<file path="src/rtl/riscv_ex_retire_q_if.sv">
// EX-stage retire queue bus: issue side, functional-unit results, and retired result toward MEM.
interface riscv_ex_retire_q_if #(
  parameter int unsigned XLEN  = 32,
  parameter int unsigned N_FU  = 4,
  parameter int unsigned DEPTH = 4
);
  localparam int unsigned FU_BITS = $clog2(N_FU);
  localparam int unsigned CNT_W   = $clog2(DEPTH) + 1;

  logic                 flush_i;
  logic                 issue_valid_i;
  logic [FU_BITS-1:0]   issue_fu_i;
  logic                 issue_ready_o;
  logic [N_FU-1:0]      fu_done_i;
  logic [N_FU*XLEN-1:0] fu_r_i;
  logic [N_FU-1:0]      fu_ack_o;
  logic                 mem_stall_i;
  logic                 ex_valid_o;
  logic [XLEN-1:0]      ex_r_o;
  logic                 ex_stall_o;
  logic [CNT_W-1:0]     occupancy_o;
  logic                 illegal_o;

  // master: the retire queue itself; slave: the surrounding pipeline.
  modport master (
    input  flush_i, issue_valid_i, issue_fu_i, fu_done_i, fu_r_i, mem_stall_i,
    output issue_ready_o, fu_ack_o, ex_valid_o, ex_r_o, ex_stall_o, occupancy_o, illegal_o
  );

  modport slave (
    output flush_i, issue_valid_i, issue_fu_i, fu_done_i, fu_r_i, mem_stall_i,
    input  issue_ready_o, fu_ack_o, ex_valid_o, ex_r_o, ex_stall_o, occupancy_o, illegal_o
  );
endinterface

</file>
<file path="src/rtl/riscv_ex_retire_q.sv">
// In-order result collector for the EX stage: an issue-order queue of unit indices
// selects which functional unit may retire next onto a single registered result port.
module riscv_ex_retire_q #(
  parameter int unsigned XLEN  = 32,
  parameter int unsigned N_FU  = 4,
  parameter int unsigned DEPTH = 4
) (
  input  logic                  clk_i,
  input  logic                  rst_ni,
  riscv_ex_retire_q_if.master   bus
);
  localparam int unsigned FU_BITS = $clog2(N_FU);
  localparam int unsigned PTR_W   = $clog2(DEPTH);
  localparam int unsigned CNT_W   = PTR_W + 1;

  logic [FU_BITS-1:0] fifo_q [DEPTH];
  logic [PTR_W-1:0]   rd_ptr_q, wr_ptr_q;
  logic [CNT_W-1:0]   count_q;
  logic               ex_valid_q;
  logic [XLEN-1:0]    ex_r_q;
  logic               illegal_q;

  logic [XLEN-1:0]    fu_r_arr [N_FU];
  logic [FU_BITS-1:0] head;
  logic               full, not_empty, fu_illegal, push, pop;

  for (genvar k = 0; k < N_FU; k++) begin : g_unpack
    assign fu_r_arr[k] = bus.fu_r_i[k*XLEN +: XLEN];
  end

  // An out-of-range index only exists when N_FU is not a power of two.
  if (N_FU == (1 << FU_BITS)) begin : g_pow2
    assign fu_illegal = 1'b0;
  end else begin : g_npow2
    assign fu_illegal = 32'(bus.issue_fu_i) >= N_FU;
  end

  assign head      = fifo_q[rd_ptr_q];
  assign full      = (count_q == CNT_W'(DEPTH));
  assign not_empty = (count_q != '0);
  assign push      = bus.issue_valid_i & ~full & ~fu_illegal & ~bus.flush_i;
  assign pop       = not_empty & bus.fu_done_i[head] & ~bus.mem_stall_i & ~bus.flush_i;

  assign bus.fu_ack_o      = pop ? (N_FU'(1) << head) : '0;
  assign bus.issue_ready_o = ~full;
  assign bus.ex_stall_o    = bus.mem_stall_i | full;
  assign bus.occupancy_o   = count_q;
  assign bus.ex_valid_o    = ex_valid_q;
  assign bus.ex_r_o        = ex_r_q;
  assign bus.illegal_o     = illegal_q;

  // Queue storage carries no reset; entries are only read behind a non-zero count.
  always_ff @(posedge clk_i) begin
    if (push) fifo_q[wr_ptr_q] <= bus.issue_fu_i;
  end

  always_ff @(posedge clk_i or negedge rst_ni) begin
    if (!rst_ni) begin
      rd_ptr_q <= '0;
      wr_ptr_q <= '0;
      count_q  <= '0;
    end else if (bus.flush_i) begin
      rd_ptr_q <= '0;
      wr_ptr_q <= '0;
      count_q  <= '0;
    end else begin
      if (push) wr_ptr_q <= wr_ptr_q + PTR_W'(1);
      if (pop)  rd_ptr_q <= rd_ptr_q + PTR_W'(1);
      unique case ({push, pop})
        2'b10:   count_q <= count_q + CNT_W'(1);
        2'b01:   count_q <= count_q - CNT_W'(1);
        default: count_q <= count_q;
      endcase
    end
  end

  // Result register freezes under MEM stall so a retired value is never dropped.
  always_ff @(posedge clk_i or negedge rst_ni) begin
    if (!rst_ni) begin
      ex_valid_q <= 1'b0;
      ex_r_q     <= '0;
    end else if (bus.flush_i) begin
      ex_valid_q <= 1'b0;
    end else if (!bus.mem_stall_i) begin
      ex_valid_q <= pop;
      if (pop) ex_r_q <= fu_r_arr[head];
    end
  end

  always_ff @(posedge clk_i or negedge rst_ni) begin
    if (!rst_ni) begin
      illegal_q <= 1'b0;
    end else if (bus.issue_valid_i && fu_illegal) begin
      illegal_q <= 1'b1;
    end
  end
endmodule

</file>
<file path="src/flat_wrapper.sv">
// flat-port wrapper written by rule: the top's interface ports become plain ports
module riscv_ex_retire_q_flat 
#(
  parameter int unsigned XLEN  = 32,
  parameter int unsigned N_FU  = 4,
  parameter int unsigned DEPTH = 4
)
  (clk_i, rst_ni, bus_flush_i, bus_issue_valid_i, bus_issue_fu_i, bus_fu_done_i, bus_fu_r_i, bus_mem_stall_i, bus_issue_ready_o, bus_fu_ack_o, bus_ex_valid_o, bus_ex_r_o, bus_ex_stall_o, bus_occupancy_o, bus_illegal_o);
  riscv_ex_retire_q_if #(.XLEN(XLEN), .N_FU(N_FU), .DEPTH(DEPTH)) bus_i ();
  input  logic clk_i;
  input  logic rst_ni;
  input wire logic [$bits(bus_i.flush_i)-1:0] bus_flush_i;
  input wire logic [$bits(bus_i.issue_valid_i)-1:0] bus_issue_valid_i;
  input wire logic [$bits(bus_i.issue_fu_i)-1:0] bus_issue_fu_i;
  input wire logic [$bits(bus_i.fu_done_i)-1:0] bus_fu_done_i;
  input wire logic [$bits(bus_i.fu_r_i)-1:0] bus_fu_r_i;
  input wire logic [$bits(bus_i.mem_stall_i)-1:0] bus_mem_stall_i;
  output wire logic [$bits(bus_i.issue_ready_o)-1:0] bus_issue_ready_o;
  output wire logic [$bits(bus_i.fu_ack_o)-1:0] bus_fu_ack_o;
  output wire logic [$bits(bus_i.ex_valid_o)-1:0] bus_ex_valid_o;
  output wire logic [$bits(bus_i.ex_r_o)-1:0] bus_ex_r_o;
  output wire logic [$bits(bus_i.ex_stall_o)-1:0] bus_ex_stall_o;
  output wire logic [$bits(bus_i.occupancy_o)-1:0] bus_occupancy_o;
  output wire logic [$bits(bus_i.illegal_o)-1:0] bus_illegal_o;
  assign bus_i.flush_i = bus_flush_i;
  assign bus_i.issue_valid_i = bus_issue_valid_i;
  assign bus_i.issue_fu_i = bus_issue_fu_i;
  assign bus_i.fu_done_i = bus_fu_done_i;
  assign bus_i.fu_r_i = bus_fu_r_i;
  assign bus_i.mem_stall_i = bus_mem_stall_i;
  assign bus_issue_ready_o = bus_i.issue_ready_o;
  assign bus_fu_ack_o = bus_i.fu_ack_o;
  assign bus_ex_valid_o = bus_i.ex_valid_o;
  assign bus_ex_r_o = bus_i.ex_r_o;
  assign bus_ex_stall_o = bus_i.ex_stall_o;
  assign bus_occupancy_o = bus_i.occupancy_o;
  assign bus_illegal_o = bus_i.illegal_o;
  riscv_ex_retire_q #(.XLEN(XLEN), .N_FU(N_FU), .DEPTH(DEPTH)) u_core (.clk_i(clk_i), .rst_ni(rst_ni), .bus(bus_i));
endmodule
</file>
<file path="config.mk">
export PLATFORM = sky130hd
export DESIGN_NAME = riscv_ex_retire_q_flat
export DESIGN_NICKNAME = d
export VERILOG_FILES = /design/src/rtl/riscv_ex_retire_q_if.sv /design/src/rtl/riscv_ex_retire_q.sv /design/src/flat_wrapper.sv
export SDC_FILE = /design/constraint.sdc
export NUM_CORES = 1
export LEC_CHECK = 0
export CORE_MARGIN = 1
export CORE_UTILIZATION = 38
export CTS_BUF_LIST = sky130_fd_sc_hd__clkbuf_4
export DETAILED_ROUTE_END_ITERATION = 6
export PLACE_DENSITY = 0.92
export SLEW_MARGIN = 20
export SYNTH_ARGS = -nofsm -noshare
export SYNTH_HDL_FRONTEND = slang
export SYNTH_SLANG_ARGS = --single-unit
</file>
<file path="constraint.sdc">
create_clock -name clk_i -period 4.45 [get_ports clk_i]
set_clock_uncertainty 0.1 [all_clocks]
set_input_delay 0.89 -clock clk_i [delete_from_list [all_inputs] [get_ports clk_i]]
set_output_delay 0.89 -clock clk_i [all_outputs]
set_load 0.01 [all_outputs]
</file>
==> flow_results.org, run 1 <==
** Clock tree
- Clock transition at the registers of the reported paths :: 0.15 ns
- The clock passes through at most 2 buffers.
- Buffers inserted during clock tree synthesis total 5.
- Total number of clock tree sinks :: 48
- Buffers inserted to repair hold after CTS numbered 0.
- CTS placed an instance of clkbuf_4 at the clock tree root.
- TritonCTS clock tree :: done
- Once the clock tree was built, the resizer swapped 0 gates to a different size.
- Worst-skew pair later-pin latency :: 0.37 ns
- Number of setup buffers added after CTS :: 0
- H-Tree Level Count :: 2

** Placed design
- Routability-driven placement finished with a final weighted congestion of 0.7523.
- After legalization and detailed placement, the total HPWL measured 6415 um.
- Post-detailed-placement cell area :: 4812 sq um
- Count of input and output buffers :: 180
- Timing analysis after detailed placement gives a worst setup slack of 0.6370 ns.
- In this run, placement finished with an instance count of 456.

** Job
- Max-cap violations :: 0

** Yosys
- Post-synthesis adder-cell area fraction :: 2.372%
- Sequential fraction of the synthesis area :: 42.02%
- Mean cell area of the mapped netlist :: 15.71 sq um
- Largest family of logic cells by synthesized area :: multiplexers
- Synthesized-area fraction occupied by ao, oa, aoi and oai cells :: 2.033%
- After synthesis, the share of cell area in mux cells is 43.20%.
- Synthesis produced a netlist with a net count of 332.
- Warnings, synthesis :: 0
- Simple-gate share of the synthesized area :: 6.099%
- Instance count of the mapped netlist :: 188
- The mapped netlist covers 2954 sq um.
- Register bit total from synthesis :: 48
- Number of unique standard cell types used by synthesis :: 34
- After Yosys synthesis, XOR and XNOR cells account for 0.8895% of the synthesized area.

** Drt
- The final layout contains routed wiring with a total length of 8250 um.
- Summing over every cut layer, the via total after detailed routing is 2358.
- The pre-antenna-repair detailed-routing pass consisted of 4 iterations.
- Using the TritonRoute via totals, the vias-per-cell ratio works out to 5.082.
- DRC marker count from the first detailed-route iteration :: 50
- Post-route ant nets :: 0
- In the final routed layout, each cell accounts on average for 17.78 um.
- For this run, design rule violations remaining after detail routing come to 0.

** Floorplan
- Once the floorplan was initialized, standard cells occupied 40.08% of the core.
- From bottom edge to top edge, the die measures 90.17 um.
- Std-Cell Rows :: 31
- Width of the die :: 90.17 um
- Die footprint :: 8131 sq um
- The core region is 7370 sq um.
- Number of top-level pins :: 182

** STA
- Unrepaired setup endpoints after global routing :: false
- The max-slew violation count is 0.
- Post-Route Setup TNS :: 0 ns
- Headroom to the max-slew limit came out at 40.44%.
- Slew @ Worst Pin :: 0.8935 ns
- Final hold slack :: 0.4019 ns
- Final critical-path required period :: 3.978 ns
- Based on the critical path, the design can be clocked at up to 0.2514 GHz.
- Setup slack after layout :: 0.4718 ns
- Period Utilization, post-route :: 89.40%
- Setup violations remaining at the end of the flow were counted as 0.
- Final hold violation count :: 0

** Pwr
- Leakage power of the design :: 1.910 nW
- Combinational power share :: 52.2%
- Internal power comes to 1.410 mW.
- For this design the total switching power over the nets is 0.6211 mW.
- The share of total power dissipated in sequential elements is 35.0%.
- In this run, the clock network consumes 12.8% of the power.
- Summing internal, switching and leakage power gives 2.031 mW.
- Peak ir drop on the vdd network :: 0.1883 mV
- Switching share of total power :: 30.58%
- Ratio of total power to cell area :: 415.2 nW/um^2

** Finish
- Leading cell type in the layout, fill and taps excluded :: clkdlybuf4s50_1
- The repair_antennas step left the layout with diodes totalling 0.
- Once layout is done, the placed cells without fillers occupy 4892 sq um.
- Area growth, synth to finish :: 65.61%
- In the final layout, the share of cells above drive strength 1 is 20.00%.
- Non-filler instance count after layout :: 464
- Commonest cells after routing, fill and taps aside :: clkdlybuf4s50_1, dfrtp_1, mux4_2, mux2_4, mux2_1
- Once layout is complete, the utilization of the core stands at 66.38%.
- Area used by multi-input combinational logic :: 1617 sq um
- Final Net Count :: 508
- Summing all flip-flop and latch instances after layout gives 1241 sq um.
- The filler cells instantiated in the layout total 547.

** GRT
- Total global routing track utilization :: 21.50%
- Maximum number of pins on one net before global-route repair :: 41
- Met2 layer usage reported by global route :: 40.78%
- Global routing used 5.668% of the available met3 tracks.
- The total overflow left after global routing is 0.
- Met1 Track Usage GR :: 23.78%
- Antenna violations before repair :: 0
- Busiest metal layer after global routing :: met2
- The first global-routing pass estimated 13610 um of wire.
- Number of global-route vias before repair :: 2698

** Worst setup path
- RR Startpoint :: u_core.rd_ptr_q[0]
- Element type at the critical path start :: flip-flop
- Top fanout value on the critical path :: 10
- The worst setup path is captured at a primary output.
- CP Class :: flip-flop to primary output
- CP required :: 3.46 ns
- In this run the worst setup path begins at u_core.rd_ptr_q[0].
- Arrival time worst endpoint :: 2.99 ns

** Worst hold path
- Hold path start :: u_core.bus.ex_r_o[28]
- In this run the worst hold path is classified as flip-flop to flip-flop.

** Status
- The flow ran to the end, and the final reports show no timing, DRC or antenna violations.
## cell usage after synthesis
library cell,instances,share of area (%)
xnor2_1,3,0.89
buf_2,2,0.34
nand2b_1,3,0.64
mux4_2,34,26
mux2_2,7,2.7
dfrtp_1,40,34
fa_1,1,0.68
nor2_1,6,0.76
inv_1,3,0.38
buf_1,2,0.25
mux2i_1,3,1.0
a22o_1,1,0.30
clkbuf_1,5,0.64
nor2_4,1,0.38
or3_1,1,0.21
buf_6,3,1.1
and3_1,3,0.64
nor4_1,2,0.42
mux2_1,13,5.0
buf_4,2,0.51
nor2b_1,2,0.42
nand3_1,1,0.17
a22oi_4,1,0.72
nor3_2,1,0.34
and2_1,5,1.1
nor3_1,1,0.17
edfxtp_1,8,8.1
mux2_4,17,8.6
nor3b_1,1,0.25
conb_1,1,0.13
nand2_1,5,0.64
ha_1,4,1.7
o21ai_0,2,0.34
a21oi_1,4,0.68
## final timing paths
check / endpoint / cells past startpoint / slack, ns
min in group asynchronous: u_core.bus.ex_r_o[24] / 1 / 0.53
setup reg to reg: u_core.bus.occupancy_o[2] / 10 / 0.76
hold reg to reg: u_core.bus.ex_r_o[28] / 1 / 0.40
hold / removal: u_core.bus.ex_r_o[28] / 1 / 0.40
max in group asynchronous: u_core.bus.ex_r_o[6] / 1 / 3.16
setup / recovery: bus_fu_ack_o[2] / 6 / 0.47
## cell families (layout without fill, tap and decap cells)
| logic type | Yosys count | in the layout |
|---|---|---|
| AO/OA/AOI/OAI | 8 | 8 |
| adder cells (fa/ha/maj) | 5 | 5 |
| flip-flops | 48 | 48 |
| AND/OR/NAND/NOR | 32 | 32 |
| buffers and inverters | 17 | 194 |
| other | 1 | 1 |
| XOR/XNOR | 3 | 3 |
| multiplexers | 74 | 74 |
## flip-flops by register name (all words and copies together), names as in the netlist
signal and flops:
u_core.bus.occupancy_o 3, u_core.rd_ptr_q 2, u_core.bus.ex_r_o 32, u_core.bus.ex_valid_o 1, u_core.wr_ptr_q 2, u_core.fifo_q 8
## critical path, stage by stage, from the launching register on
cell             delay (ns)
dfrtp_1                0.51
mux4_2                 0.73
mux2_4                 0.38
a22oi_4                0.28
nor2_4                 0.05
and3_1                 0.19
clkdlybuf4s50_1        0.48
## cell type report
| cell class | count | share of cell area (%) |
|---|---|---|
| well taps | 99 | 2.532 |
| clock buffers | 5 | 0.7673 |
| multi-input cells | 123 | 33.04 |
| flip-flops and latches | 48 | 25.37 |
| inverters | 3 | 0.2302 |
| clock inverters | 3 | 0.8696 |
| repair buffers | 183 | 37.19 |
## power groups by stage
stage / Combinational [mW] / Clock (mW) / Sequential, mW
2_1_floorplan: 0.471 / 0 / 0.775
3_3_place_gp: 1.04 / 0 / 0.711
3_5_place_dp: 1.07 / 0 / 0.723
4_1_cts: 1.07 / 0.271 / 0.714
5_1_grt: 1.13 / 0.290 / 0.735
6_report: 1.06 / 0.261 / 0.710
## metal layers
layer  up-vias  part of all wire, %  wire length (um)
li1       1076                    -                 -
met1      1149                   38              3118
met2       122                   53              4371
met3        11                  8.0               657
met4         0                  1.2               102
met5         -                    0                 0
Power figures use the tool's default switching activity.
==> run 2, diff against run 1 <==
ABC_CLOCK_PERIOD_IN_PS = 4450   (was default)
==> results of run 2 <==
Same layout as run 1: the final DEF is identical, and so are final timing and power.
==> variant: new RTL, flow settings as in run 2 <==
`N_FU` is set to 4 in 3 places; all go to 2.
--- a/src/rtl/riscv_ex_retire_q_if.sv
+++ b/src/rtl/riscv_ex_retire_q_if.sv
@@ -1,7 +1,7 @@
 // EX-stage retire queue bus: issue side, functional-unit results, and retired result toward MEM.
 interface riscv_ex_retire_q_if #(
   parameter int unsigned XLEN  = 32,
-  parameter int unsigned N_FU  = 4,
+  parameter int unsigned N_FU  = 2,
   parameter int unsigned DEPTH = 4
 );
   localparam int unsigned FU_BITS = $clog2(N_FU);
--- a/src/rtl/riscv_ex_retire_q.sv
+++ b/src/rtl/riscv_ex_retire_q.sv
@@ -2,7 +2,7 @@
 // selects which functional unit may retire next onto a single registered result port.
 module riscv_ex_retire_q #(
   parameter int unsigned XLEN  = 32,
-  parameter int unsigned N_FU  = 4,
+  parameter int unsigned N_FU  = 2,
   parameter int unsigned DEPTH = 4
 ) (
   input  logic                  clk_i,
--- a/src/flat_wrapper.sv
+++ b/src/flat_wrapper.sv
@@ -2,7 +2,7 @@
 module riscv_ex_retire_q_flat 
 #(
   parameter int unsigned XLEN  = 32,
-  parameter int unsigned N_FU  = 4,
+  parameter int unsigned N_FU  = 2,
   parameter int unsigned DEPTH = 4
 )
   (clk_i, rst_ni, bus_flush_i, bus_issue_valid_i, bus_issue_fu_i, bus_fu_done_i, bus_fu_r_i, bus_mem_stall_i, bus_issue_ready_o, bus_fu_ack_o, bus_ex_valid_o, bus_ex_r_o, bus_ex_stall_o, bus_occupancy_o, bus_illegal_o);
Interface: changed (resized bus_fu_ack_o, bus_fu_done_i, bus_fu_r_i and bus_issue_fu_i); port bits go from 182 to 113. No check against the original RTL was run, so the function may have changed too.
==> variant against run 2 <==
Total power fell by 13%. Final area is 25% lower. Worst setup slack gained 0.24 ns. First-iteration DRC count down 22%. Synthesized area decreased by 17%. Largest cell class is now multi-input gates. Routed wire length shrank 34%. Non-clock buffer count is 69 lower. Sequential cell count down 4. Highest routed layer unchanged. Global-route usage is 5.0 points lower. Critical path depth decreased by 1.
==> variant: results <==
[outcome]
status = "finished clean"

[clocking]
clk_pin_slew_ns = 0.12
htreeDepth = 2
cts_resized = 0
cts.path.max_buffers = 2
postCtsSetupRepairBufs = 0
cts_buffers = 5
clock_latency_ns = 0.32
clockRootBuffer = "clkbuf_4"

[setup_path]
reg2reg_depth = 8
cp_max_fo = 17
critical-path-slowest-cell = "mux4_2"
cp-startpoint = "u_core.rd_ptr_q[0]"
endpoint = "bus_fu_ack_o[1]"
cp_top_family = "multiplexers"
r2r_setup_slack_ns = 1.22
r2r_end = "u_core.bus.occupancy_o[2]"
cp_slowest_stage_delay_ns = 0.75
cp_data_arrival_time_ns = 2.75

[global_routing]
grt_pass1_vias = 1831
grt_usage_pct = 16.54
grt_max_degree = 41
antenna_found_initial = 0
grt_pass1_wl_mm = 8.452

[layout]
nNetsFinal = 375
n_antenna_cell = 0
largest_reg_flops = 32
drive_above_1_share_pct = 27.61

[synthesis]
synth_nets = 267
synthTopCellsByArea = "dfrtp_1 41%, mux2_2 29%, edfxtp_1 4.9%"
synth_edf_count = 4
ys_top_cells_by_count = "62 x mux2_2, 40 x dfrtp_1, 8 x nor2_1"
async_flop_share_pct = 90.91
ys.flop_type = "dfrtp_1"
synth-seq-area-share_pct = 45.83
yosys_warnings = 0
yosysUniqueCellTypes = 44

[power_and_ir_drop]
power.leakage_nw = 1.451
vdd_ir_drop_max_mv = 0.2678

[routing]
wl_met1_mm = 2.062
dr_wl_met2_mm = 2.756
num_vias = 1921
first_pass_iters = 4
wl_met3_um = 599
highest-signal-layer = "met4"
drt-initial-drc-count = 39
drt_wl_total_mm = 5.432

[hold_path]
min_path_type = "reg -> reg"

[sta]
worstMarginPinSlew_ns = 0.8954

[place]
portBuffers = 111
place_congestion = 0.8160
dp_hpwl_mm = 4.198
[variant: worst min path at each step]
| stage | start | endpoint | slack, ns | cells past startpoint |
|---|---|---|---|---|
| global placement | u_core.bus.ex_r_o[21] | u_core.bus.ex_r_o[21] | 0.39 | 1 |
| CTS | u_core.bus.ex_r_o[31] | u_core.bus.ex_r_o[31] | 0.42 | 1 |
| finish | u_core.bus.ex_r_o[6] | u_core.bus.ex_r_o[6] | 0.42 | 1 |
| floorplan | u_core.bus.ex_r_o[24] | u_core.bus.ex_r_o[24] | 0.45 | 1 |
| detailed placement | u_core.bus.ex_r_o[18] | u_core.bus.ex_r_o[18] | 0.39 | 1 |
| global route | u_core.bus.ex_r_o[7] | u_core.bus.ex_r_o[7] | 0.45 | 1 |
[variant: power by group]
part | total, mW | internal [mW] | switching (mW)
registers | 0.664 | 0.567 | 0.0966
clock network | 0.228 | 0.113 | 0.115
logic | 0.874 | 0.550 | 0.324
[variant: logic make-up after synthesis]
kind of cell / synth area share [%]
buf+inv: 3.836
simple gates: 9.464
mux: 32.22
compound gates: 5.269
flops: 45.83
xor+xnor: 0.3581
other cells: 0.1533
fa+ha+maj: 2.865
[variant: layout make-up]
type / instances / area (um2)
Clock buffer: 5 / 37.54
Clock inverter: 1 / 30.03
Fill cell: 501 / 2407
Inverter: 3 / 11.26
Multi-Input combinational cell: 130 / 1231
Sequential cell: 44 / 1121
Tap cell: 75 / 93.84
Timing Repair Buffer: 114 / 1129
[variant: stage by stage]
stage	worst slack (ns)	util, %	area (um2)	instances	hold WS [ns]
after floorplan	1.485	-	2446	190	0.4511
after global placement	0.8509	59.17	3586	366	0.3887
after detailed placement	0.8174	59.17	3586	366	0.3948
after CTS	0.6359	60.28	3654	372	0.4238
after global routing	0.5059	60.28	3654	372	0.4486
final	0.7113	60.28	3654	372	0.4192
[variant: metal layers]
| metal | vias to the layer above | GRT usage (%) |
|---|---|---|
| li1 | 912 | - |
| met1 | 916 | 19.04 |
| met2 | 91 | 30.25 |
| met3 | 2 | 4.835 |
| met4 | 0 | 3.333 |
| met5 | - | 0 |
[variant: worst register-to-register path, delay by kind of cell (launching register included)]
family | cells | cell delay, ns
compound gates | 2 | 0.52
fa+ha+maj | 1 | 0.43
flops | 1 | 0.45
mux | 2 | 1.18
simple gates | 3 | 0.43
